`src/rtl/dispatch_demux.sv`:
```
`default_nettype none
// ============================================================================
// Module      : dispatch_demux
// Description : One-to-N valid/ready demultiplexer. A single input stream is
//               steered to one of N_OUT destination lanes by a per-transaction
//               select. Each lane owns a 2-entry FIFO, so a stalled consumer
//               only back-pressures traffic aimed at its own lane. Selects
//               that name no lane are accepted, discarded and counted.
// Ports       : clk, rst_n        - clock, asynchronous active-low reset
//               flush             - synchronous clear of all lanes
//               in_data/in_sel/in_valid/in_ready - input stream
//               out_data/out_valid/out_ready     - N_OUT output lanes, lane i
//                                   payload at out_data[i*DATA_W +: DATA_W]
//               drop_err          - one-cycle pulse per discarded transaction
//               drop_cnt          - saturating count of discarded transactions
// Revision    : 1.0 - initial release
// ============================================================================
module dispatch_demux #(
    parameter int N_OUT  = 4,
    parameter int DATA_W = 32,
    parameter int SEL_W  = 3
) (
    input  logic                    clk,
    input  logic                    rst_n,
    input  logic                    flush,
    input  logic [DATA_W-1:0]       in_data,
    input  logic [SEL_W-1:0]        in_sel,
    input  logic                    in_valid,
    output logic                    in_ready,
    output logic [N_OUT*DATA_W-1:0] out_data,
    output logic [N_OUT-1:0]        out_valid,
    input  logic [N_OUT-1:0]        out_ready,
    output logic                    drop_err,
    output logic [7:0]              drop_cnt
);

    // Per-lane FIFO state: head is entry 0 and always drives the lane output,
    // tail is entry 1 and only holds data when the lane count is 2.
    logic [1:0]        cnt_q  [N_OUT];
    logic [1:0]        cnt_d  [N_OUT];
    logic [DATA_W-1:0] head_q [N_OUT];
    logic [DATA_W-1:0] head_d [N_OUT];
    logic [DATA_W-1:0] tail_q [N_OUT];
    logic [DATA_W-1:0] tail_d [N_OUT];

    logic              drop_err_q;
    logic              drop_err_d;
    logic [7:0]        drop_cnt_q;
    logic [7:0]        drop_cnt_d;

    logic [N_OUT-1:0]  lane_full;
    logic [N_OUT-1:0]  sel_hit;
    logic [N_OUT-1:0]  push;
    logic [N_OUT-1:0]  pop;
    logic              sel_in_range;
    logic              sel_full;
    logic              accept;
    logic              drop;

    // ------------------------------------------------------------------
    // Lane outputs come straight from registered state.
    // ------------------------------------------------------------------
    generate
        for (genvar g = 0; g < N_OUT; g++) begin : g_lane
            assign out_data[g*DATA_W +: DATA_W] = head_q[g];
            assign out_valid[g]                 = (cnt_q[g] != 2'd0);
            assign lane_full[g]                 = (cnt_q[g] == 2'd2);
        end
    endgenerate

    assign drop_err = drop_err_q;
    assign drop_cnt = drop_cnt_q;

    // ------------------------------------------------------------------
    // Select decode and handshake. Decoding the select against every lane
    // index gives both the one-hot push target and the in-range flag, and
    // avoids indexing lane state with a select that may name no lane.
    // ------------------------------------------------------------------
    always_comb begin
        sel_hit  = '0;
        sel_full = 1'b0;
        for (int i = 0; i < N_OUT; i++) begin
            if (in_sel == SEL_W'(i)) begin
                sel_hit[i] = 1'b1;
                sel_full   = lane_full[i];
            end
        end
    end

    assign sel_in_range = |sel_hit;
    // A full lane never passes through, even if its consumer is ready now.
    assign in_ready     = !flush && !sel_full;
    assign accept       = in_valid && in_ready;
    assign push         = accept ? sel_hit : '0;
    assign drop         = accept && !sel_in_range;
    // No pop is committed in a flush cycle.
    assign pop          = out_valid & out_ready & {N_OUT{!flush}};

    // ------------------------------------------------------------------
    // Lane next-state.
    // ------------------------------------------------------------------
    always_comb begin
        for (int i = 0; i < N_OUT; i++) begin
            cnt_d[i]  = cnt_q[i];
            head_d[i] = head_q[i];
            tail_d[i] = tail_q[i];
            if (flush) begin
                cnt_d[i] = 2'd0;
            end else begin
                case ({push[i], pop[i]})
                    2'b10: begin
                        if (cnt_q[i] == 2'd0) begin
                            head_d[i] = in_data;
                        end else begin
                            tail_d[i] = in_data;
                        end
                        cnt_d[i] = cnt_q[i] + 2'd1;
                    end
                    2'b01: begin
                        head_d[i] = tail_q[i];
                        cnt_d[i]  = cnt_q[i] - 2'd1;
                    end
                    2'b11: begin
                        // Only reachable at count 1: the new data replaces
                        // the departing head and the count is unchanged.
                        head_d[i] = in_data;
                    end
                    default: begin
                    end
                endcase
            end
        end
    end

    // ------------------------------------------------------------------
    // Discard bookkeeping. The counter survives flush.
    // ------------------------------------------------------------------
    always_comb begin
        drop_err_d = drop;
        drop_cnt_d = drop_cnt_q;
        if (drop && (drop_cnt_q != 8'hFF)) begin
            drop_cnt_d = drop_cnt_q + 8'd1;
        end
    end

    // ------------------------------------------------------------------
    // State registers.
    // ------------------------------------------------------------------
    always_ff @(posedge clk or negedge rst_n) begin
        if (!rst_n) begin
            for (int i = 0; i < N_OUT; i++) begin
                cnt_q[i]  <= 2'd0;
                head_q[i] <= '0;
                tail_q[i] <= '0;
            end
            drop_err_q <= 1'b0;
            drop_cnt_q <= 8'd0;
        end else begin
            for (int i = 0; i < N_OUT; i++) begin
                cnt_q[i]  <= cnt_d[i];
                head_q[i] <= head_d[i];
                tail_q[i] <= tail_d[i];
            end
            drop_err_q <= drop_err_d;
            drop_cnt_q <= drop_cnt_d;
        end
    end

endmodule
`default_nettype wire

```
`config.mk`:
```
export PLATFORM = sky130hd
export DESIGN_NAME = dispatch_demux
export DESIGN_NICKNAME = d
export VERILOG_FILES = /design/src/rtl/dispatch_demux.sv
export SDC_FILE = /design/constraint.sdc
export NUM_CORES = 1
export LEC_CHECK = 0
export CAP_MARGIN = 10
export CORE_MARGIN = 2
export CORE_UTILIZATION = 54
export DETAILED_ROUTE_END_ITERATION = 7
export HOLD_SLACK_MARGIN = 0.05
export PLACE_DENSITY = 0.8
export SYNTH_ARGS = -nofsm -noshare
export SYNTH_HDL_FRONTEND = slang
export SYNTH_SLANG_ARGS = --single-unit
```
`constraint.sdc`:
```
create_clock -name clk -period 2.8 [get_ports clk]
set_clock_uncertainty 0.1 [all_clocks]
set_input_delay 0.56 -clock clk [delete_from_list [all_inputs] [get_ports clk]]
set_output_delay 0.56 -clock clk [all_outputs]
set_load 0.005 [all_outputs]
```
# Word level (Yosys, flattened, before mapping)

Cells that the tools add are included.

$add $sub $neg: 9
Equal/unequal tests: 24
Muxes and demuxes: 25
Bitwise operators: 7
Reductions and logical operators: 33

Operators with widths:

| operator                                                            | number |
|---|---|
| 32-bit case mux with 3 select lines                                 | 4 |
| 32-bit two-way mux                                                  | 4 |
| 2-bit == test (second input constant)                               | 12 |
| 3-bit AND reduction                                                 | 8 |
| 3-bit nonzero test                                                  | 8 |
| 2-bit case mux with 2 select lines                                  | 4 |
| 2-bit by 1-bit adder with 2-bit output (second input constant)      | 4 |
| 8-bit by 1-bit adder with 8-bit output (second input constant)      | 1 |
| 4-bit AND                                                           | 2 |
| 2-bit by 1-bit == test with 1-bit output (second input constant)    | 4 |
| 2-bit logical NOT                                                   | 4 |
| 1-bit two-way mux                                                   | 8 |
| 2-bit two-way mux                                                   | 4 |
| 2-bit inequality test (second input constant)                       | 4 |
| 8-bit inequality test (second input constant)                       | 1 |
| 2-bit nonzero test                                                  | 4 |
| 2-bit by 1-bit subtractor with 2-bit output (second input constant) | 4 |
| 3-bit by 2-bit == test with 1-bit output (second input constant)    | 2 |
| 1-bit inverter                                                      | 5 |
| 1-bit logical AND                                                   | 4 |
| 4-bit two-way mux                                                   | 1 |
| 4-bit OR reduction                                                  | 1 |
| 3-bit by 1-bit == test with 1-bit output (second input constant)    | 1 |
| 1-bit logical NOT                                                   | 3 |
| 3-bit logical NOT                                                   | 1 |

Register bits after elaboration: 273
Output and inout port bits: 142
Logic and storage cells: 112

# Longest topological paths before layout

Gate-level depths: netlist of the first run.

Depth after elaboration: 12
Gate-level depth with buffers: 9
Depth with buffers taken out: 6

# Worst setup path before layout of the first run

OpenSTA, ideal clock, no wires.

Path kind: input to register
Start point: input port in_sel[2]
End point: register tail_q[53] (netlist name)
Data arrival time: 2187 ps
Data required time: 2575 ps
Slack: 388 ps
Cell stages on the path: 7
Cell sequence: or4b_1 a22o_1 buf_4 and2_1 nand2_2 buf_4 mux2_2

Longest elaborated chain between the ends: 11
Elaborated cells on any way between the ends: 15

RTL lines:

| element                           | RTL line | text |
|---|---|---|
| start, declared                   | 27       | `input logic [SEL_W-1:0] in_sel,` |
| 3-bit logical NOT                 | 83       | `if (in_sel == SEL_W'(i)) begin` |
| 1-bit two-way mux (4 in a row)    | 83       |  |
| 1-bit logical NOT                 | 92       | `assign in_ready = !flush && !sel_full;` |
| 1-bit logical AND                 | 92       |  |
| 1-bit logical AND                 | 93       | `assign accept = in_valid && in_ready;` |
| 4-bit two-way mux (*)             | 94       | `assign push = accept ? sel_hit : '0;` |
| 2-bit == test (*)                 | 110      | `case ({push[i], pop[i]})` |
| 3-bit AND reduction (no line) (*) | n/a      |  |
| end signal, assigned by index     | 162      | `tail_q[i] <= tail_d[i];` |
| end, declared                     | 43       | `logic [DATA_W-1:0] tail_q [N_OUT];` |

Every way passes the cells marked *; elsewhere a longest branch is shown, timed or not.
A chain may end at the register's enable or synchronous reset.

# Worst setup path after layout of the first run

Start point: register cnt_q[0] (netlist name)
End point: output port out_valid[3]

Longest elaborated chain between the ends: 1

RTL lines:

| element                         | RTL line | text |
|---|---|---|
| start, declared                 | 39       | `logic [1:0] cnt_q [N_OUT];` |
| start signal, assigned by index | 160      | `cnt_q[i] <= cnt_d[i];` |
| 2-bit nonzero test              | 66       | `assign out_valid[g] = (cnt_q[g] != 2'd0);` |
| end, declared                   | 31       | `output logic [N_OUT-1:0] out_valid,` |

Every way passes these cells.

==> metrics.txt, run 1 <==
GR peak layer met2; grt ovf 0; count of final setup violators 0; unrepaired setup endpoints after global routing false; total core area between 20000 and 25000 um^2; Yosys reg bits around 270; min-delay worst type reg2reg; Post-Syn Instances 934; routed len/inst approximately 22 um; met2 Usage GRT a little under half; CTS Buffer Depth 3; max cap viols 0; leakage power approximately 6.7 nW; number of synthesized flops with an enable pin 0; DR vias/cell ~6; initial core utilization 54.7%; Max-slew headroom approximately two thirds; CP top delay family buffers and inverters; P&R area growth vs syn 30.6%; clock sinks 273; Post-synth top cells dfrtp_1 (273), mux2_2 (121), nor2_1 (106); Die Span X between 100 and 150 um; worst slack, placed -240 ps; Routed Wire Length roughly 31000 um; Global Route met1 Usage 38.1%; crit path DAT around 2000 ps; synthesized area per cell roughly 12 um^2; crit start category flop; Fill cells between 1000 and 1500; leading area contributor after synthesis dfrtp_1; Die ar. roughly 22000 um^2; FP Rows 53; fin crit period around 2700 ps; placed wire-length estimate between 15000 and 20000 um; part of the Yosys area used for sequential elements roughly three fifths; final hold violation count 0; P per Cell Area about 730 nW/um^2; final antenna-violating net count 0; Worst Setup Path Type reg2out; largest net degree at the start of global routing 74; first-pass GRT wire length 49300 um; layout cells sized above 1 between 20% and 30%; asr flop ratio synth between 90% and 100%; GP Congestion roughly 0.85; DR pass1 iterations 5; Critical Path Sink Type primary output; most common cell in the synthesized netlist dfrtp_1; H-tree levels 1; post-synthesis cell area about 11000 um^2; clock slew at reported path FFs approximately 60 ps; drt drc 0; CP max stage delay around 500 ps; Yosys warnings 0; IO buf count 184; Synth cell types between 40 and 50; TNS Setup 0 ps; CTS tree yes; actual slew at the worst max-slew pin roughly 520 ps; Final Slew Violations 0; Synth Flop Type dfrtp_1; clock latency on the worst-skew pair ~530 ps; setup ws final about 110 ps; grt met3 use 3.96%; Syn Nets 978; Root Buffer clkbuf_16; top-area cell type share of the netlist area around three fifths; via count 8601; critical path's slowest cell clkdlybuf4s50_1; GRT Util Overall approximately 28%; fin crit share between 90% and 100%; worst-path fanout max 6; maximum vdd drop 452 uV; IO Count roughly 190; vias in the first global route ~8900; Worst Path Buf+Inv 3; 1st-iter DRT viols approximately 540; Synth area leaders dfrtp_1 (60%), mux2_2 (12%), nor3_1 (4.5%); Die Y between 100 and 150 um; antenna violations before repair 0; TritonCTS buffer count 28; Peak Freq between 300 and 400 MHz; CP required about 2100 ps; status completed; critical-path cell list buf_4, nor2_1, inv_1, clkdlybuf4s50_1; Antenna diodes 0; Nets roughly 1200
## stage by stage
| stage | hold slack (ps) | util, % | std cells | instance area (um^2) | power [mW] |
|---|---|---|---|---|---|
| 3_5_place_dp | 377 | 66.8 | 1375 | 14000 | 7.21 |
| 4_1_cts | 388 | 71.2 | 1429 | 14900 | 10.9 |
| 3_3_place_gp | 365 | 66.8 | 1375 | 14000 | 7.14 |
| 2_1_floorplan | 164 | - | 934 | 11500 | 5.57 |
| 5_1_grt | 405 | 71.4 | 1433 | 15000 | 11.3 |
| 6_report | 387 | 71.4 | 1433 | 15000 | 10.9 |
## power breakdown
group | switching, mW | leakage [nW] | total (mW) | internal [mW]
clock network | 1.52 | 0.455 | 3.70 | 2.19
logic | 0.756 | 2.76 | 2.18 | 1.42
registers | 0.460 | 3.46 | 4.98 | 4.52
total | 2.73 | 6.67 | 10.9 | 8.13
## worst reg2reg max path: cells and delay by family, from the launching register on
kind / cells / cell delay (ps)
simple gates: 3 / 760
mux: 1 / 360
buf+inv: 3 / 470
flops: 1 / 430
compound gates: 1 / 270
## area by class of cell
type                       count  area (um^2)  area share [%]
tap                          275          344            2.30
clock inverter                11          108           0.719
timing repair buffer         233         2460            16.5
sequential                   273         6830            45.7
inverter                       8         30.0           0.201
clock buffer                  41          811            5.42
multi-input combinational    592         4370            29.2
## flip-flops by register name (all words and copies together), names as in the netlist
name	flops
out_data	128
cnt_q	8
drop_err	1
drop_cnt	8
tail_q	128
## timing repair
action	4_1_cts	5_1_grt
setup buffers	1	4
hold buffers	1	0
pin swaps	1	1
hold endpoints to repair	58	0
resized for setup	4	3
setup endpoints to repair	1	1
## placed cells by master (no fill, tap or decap), types with 2 or more instances in the layout
| master | netlist | routed |
|---|---|---|
| dfrtp_1 | 273 | 271 |
| clkdlybuf4s50_1 | 0 | 180 |
| mux2_2 | 121 | 121 |
| nor2_1 | 106 | 106 |
| nor3_1 | 104 | 104 |
| nand2b_1 | 66 | 66 |
| o221a_2 | 36 | 36 |
| o22ai_1 | 32 | 32 |
| o221a_1 | 29 | 29 |
| clkbuf_16 | 0 | 29 |
| buf_4 | 11 | 28 |
| buf_12 | 0 | 20 |
| nand2_1 | 16 | 13 |
| nand3_1 | 12 | 12 |
| mux2_1 | 9 | 9 |
| inv_1 | 8 | 8 |
| clkbuf_1 | 33 | 8 |
| clkinv_2 | 0 | 8 |
| nor2b_1 | 8 | 6 |
| and3_1 | 5 | 5 |
| a21oi_1 | 7 | 5 |
| nand2_2 | 1 | 4 |
| a31oi_1 | 4 | 4 |
| xnor2_1 | 4 | 4 |
| clkbuf_8 | 0 | 4 |
| or2_2 | 3 | 3 |
| nand3b_1 | 3 | 3 |
| a21oi_4 | 0 | 3 |
| nand4_1 | 3 | 3 |
| o21ai_0 | 3 | 3 |
| nor2b_4 | 0 | 2 |
| and2_1 | 2 | 2 |
| xor2_1 | 2 | 2 |
| bufinv_16 | 0 | 2 |
| dfrtp_2 | 0 | 2 |
| dlygate4sd2_1 | 0 | 2 |
## per-layer routing
metal | vias up | part of all wire [%] | wire length (um)
met5 | - | 0 | 0
li1 | 3783 | - | -
met4 | 0 | 2.8 | 876
met1 | 4460 | 41 | 12800
met3 | 59 | 6.1 | 1900
met2 | 299 | 50 | 15500
## logic make-up (layout without fill, tap and decap cells)
| kind of cell | Yosys count | after routing | synth area share, % |
|---|---|---|---|
| compound gates | 118 | 118 | 9.32 |
| mux | 131 | 131 | 12.9 |
| xor+xnor | 6 | 6 | 0.459 |
| fa+ha+maj | 1 | 1 | 0.109 |
| buf+inv | 69 | 293 | 2.97 |
| flops | 273 | 273 | 59.6 |
| simple gates | 336 | 336 | 14.7 |
## final timing paths
kind                            cells after the start       start            end  slack [ps]
worst max-delay path                                4    cnt_q[0]   out_valid[3]         110
worst min-delay path                                1  tail_q[33]     tail_q[33]         390
worst max register to register                      8    cnt_q[6]     tail_q[35]         290
worst min register to register                      1  tail_q[33]     tail_q[33]         390
max in group asynchronous                           3       rst_n      tail_q[9]        1310
min in group asynchronous                           2       rst_n  out_data[121]         480
No activity file was read; power rests on OpenSTA's default activity.
==> inputs of run 2 (changes only) <==
==> constraint.sdc (replaced) <==
create_clock -name clk -period 3 [get_ports clk]
set_clock_uncertainty 0.1 [all_clocks]
set_input_delay 0.6 -clock clk [delete_from_list [all_inputs] [get_ports clk]]
set_output_delay 0.6 -clock clk [all_outputs]
set_load 0.005 [all_outputs]
==> run 2 against run 1 <==
Effect of this change: clock-buffer cell count is 3 higher; largest power group unchanged; total power decreased by 7.3%; die area unchanged; sequential share of layout area up 0.37 points; clock power shrank 7.8%.
==> metrics.txt, run 2 (synthesis results as in run 1) <==
status completed (unchanged); RR Startpoint cnt_q[0] (was cnt_q[6]); maximum vdd drop 558 uV (was 452 uV); worst-path fanout max 3 (was 6); Max-slew headroom 62.6% (was 65.6%); Final Non-Filler Cells 1427 (was 1433); Peak Freq between 300 and 400 MHz; CTS Buffer Depth 3 (unchanged); clock slew at reported path FFs 60 ps (about the same); most frequent cells in the layout dfrtp_1 (273), clkdlybuf4s50_1 (182), mux2_2 (121) (was dfrtp_1 (271), clkdlybuf4s50_1 (180), mux2_2 (121)); Worst Hold Path Cells 1 (unchanged); final antenna-violating net count 0 (unchanged); largest net degree at the start of global routing 102 (was 74); count of final setup violators 0 (unchanged); fin crit share a little over nine tenths; setup ws final 92.0 ps (was 105 ps); Die ar. 22400 um^2 (unchanged); crit start category input pin (was flop); final instance area 14800 um^2 (was 15000 um^2); 1st-iter DRT viols 522 (was 535); Nets 1174 (was 1180); reg2reg path depth 7 (was 8); total core area 21000 um^2 (unchanged); layout cells sized above 1 22.8% (was 23.3%); antenna violations before repair 0 (unchanged); worst r2r dst tail_q[49] (was tail_q[35]); CTS tree yes (unchanged); fin crit period 2910 ps; WL met1 12600 um (was 12800 um); total power draw 10.1 mW (was 10.9 mW); Worst Hold Path EP tail_q[33] (unchanged); IO buf count 184 (unchanged); placed wire-length estimate 19100 um (was 19500 um); Antenna diodes 0 (unchanged); leakage power 6.61 nW (was 6.67 nW); initial core utilization 54.7% (unchanged); drt drc 0 (unchanged); min-delay worst type reg2reg (unchanged); met2 wire length 14600 um (was 15500 um); WHS 386 ps (was 387 ps); GP Congestion 0.862 (was 0.846); vias in the first global route 8598 (was 8906); placed cell areas 13900 um^2 (was 14000 um^2); Root Buffer clkbuf_16 (unchanged); DP Cell Count 1374 (was 1375); TNS Setup 0 ps (unchanged); Critical Path Sink Type primary output (unchanged); grt ovf 0 (unchanged); clock sinks 273 (unchanged); P per Cell Area 679 nW/um^2 (was 726 nW/um^2); clock latency on the worst-skew pair 530 ps (about the same); max cap viols 0 (unchanged); final hold violation count 0 (unchanged); Fill cells 1498 (was 1470); DR pass1 iterations 4 (was 5); CP required 2300 ps (was 2140 ps); TritonCTS buffer count 28 (unchanged); via count 8460 (was 8601); Die Y 150 um (unchanged); GRT Util Overall 27.5% (was 28.3%); Routed Wire Length 30300 um (was 31100 um); Worst Setup Path Type in2out (was reg2out); worst reg-to-reg setup slack 570 ps (was 290 ps); worst slack, placed -92.9 ps (was -240 ps); FP Rows 53 (unchanged); DR vias/cell 5.93 (was 6.00); crit path DAT 2210 ps (was 2030 ps); routed len/inst 21.2 um (was 21.7 um); Die Span X 150 um (unchanged); actual slew at the worst max-slew pin 560 ps (was 517 ps); met3 wire length 1870 um (was 1900 um); unrepaired setup endpoints after global routing false (unchanged); hold path start tail_q[33] (unchanged); H-tree levels 1 (unchanged); commonest non-fill, non-tap cell in the layout dfrtp_1 (unchanged); IO Count 185 (unchanged); fin util 70.8% (was 71.4%); P&R area growth vs syn 29.5% (was 30.6%); highest routed layer met4 (unchanged); first-pass GRT wire length 48100 um (was 49300 um); Final Slew Violations 0 (unchanged)
==> run 2: cell types whose count changed in the layout (fill, tap and decap cells not counted), moves of 2 or more <==
| cell | change |
|---|---|
| clkdlybuf4s50_1 | +2 |
| buf_12 | -6 |
| clkbuf_1 | -2 |
| clkinv_2 | -2 |
| bufinv_16 | -2 |
| dfrtp_1 | +2 |
| dfrtp_2 | -2 |
| clkbuf_8 | +5 |
==> run 2: worst max path at each step <==
stage / cells after the start / to / slack [ps] / startpoint
final: 6 / in_ready / 90 / in_sel[2]
after global routing: 6 / in_ready / 8 / in_sel[2]
after CTS: 6 / in_ready / 90 / in_sel[2]
after detailed placement: 6 / in_ready / -90 / in_sel[2]
after global placement: 6 / in_ready / -80 / in_sel[2]
after floorplan: 7 / tail_q[53] / 550 / in_sel[2]
==> run 2: final cells by class <==
type                       instances  area [um^2]  area share, %
clock inverter                     8         45.0          0.304
multi-input combinational        592         4370           29.4
sequential                       273         6830           46.0
inverter                           8         30.0          0.202
tap                              275          344           2.32
timing repair buffer             227         2350           15.8
clock buffer                      44          872           5.88
==> run 2: repair_timing <==
| action | 4_1_cts | 5_1_grt |
|---|---|---|
| buffers inserted | 0 | 0 |
| setup endpoints to repair | 1 | 0 |
| resized for setup | 1 | 0 |
| hold buffers | 1 | 0 |
| hold endpoints to repair | 43 | 0 |
==> run 2: worst max-delay path, stage by stage <==
cell and delay, ps:
clkdlybuf4s50_1 440, or4b_1 520, a22o_1 250, nand2_1 80, a31oi_1 50, dlygate4sd2_1 270
==> run 2: where the power goes <==
part / internal (mW) / leakage (nW) / switching, mW
clock network: 1.99 / 0.453 / 1.43
logic: 1.32 / 2.70 / 0.694
registers: 4.22 / 3.46 / 0.429
total: 7.53 / 6.61 / 2.55
==> run 2: per-layer routing <==
layer  vias up  track usage [%]
li1       3772                -
met1      4321             37.4
met2       306             44.7
met3        61             4.48
met4         0             10.9
met5         -                0
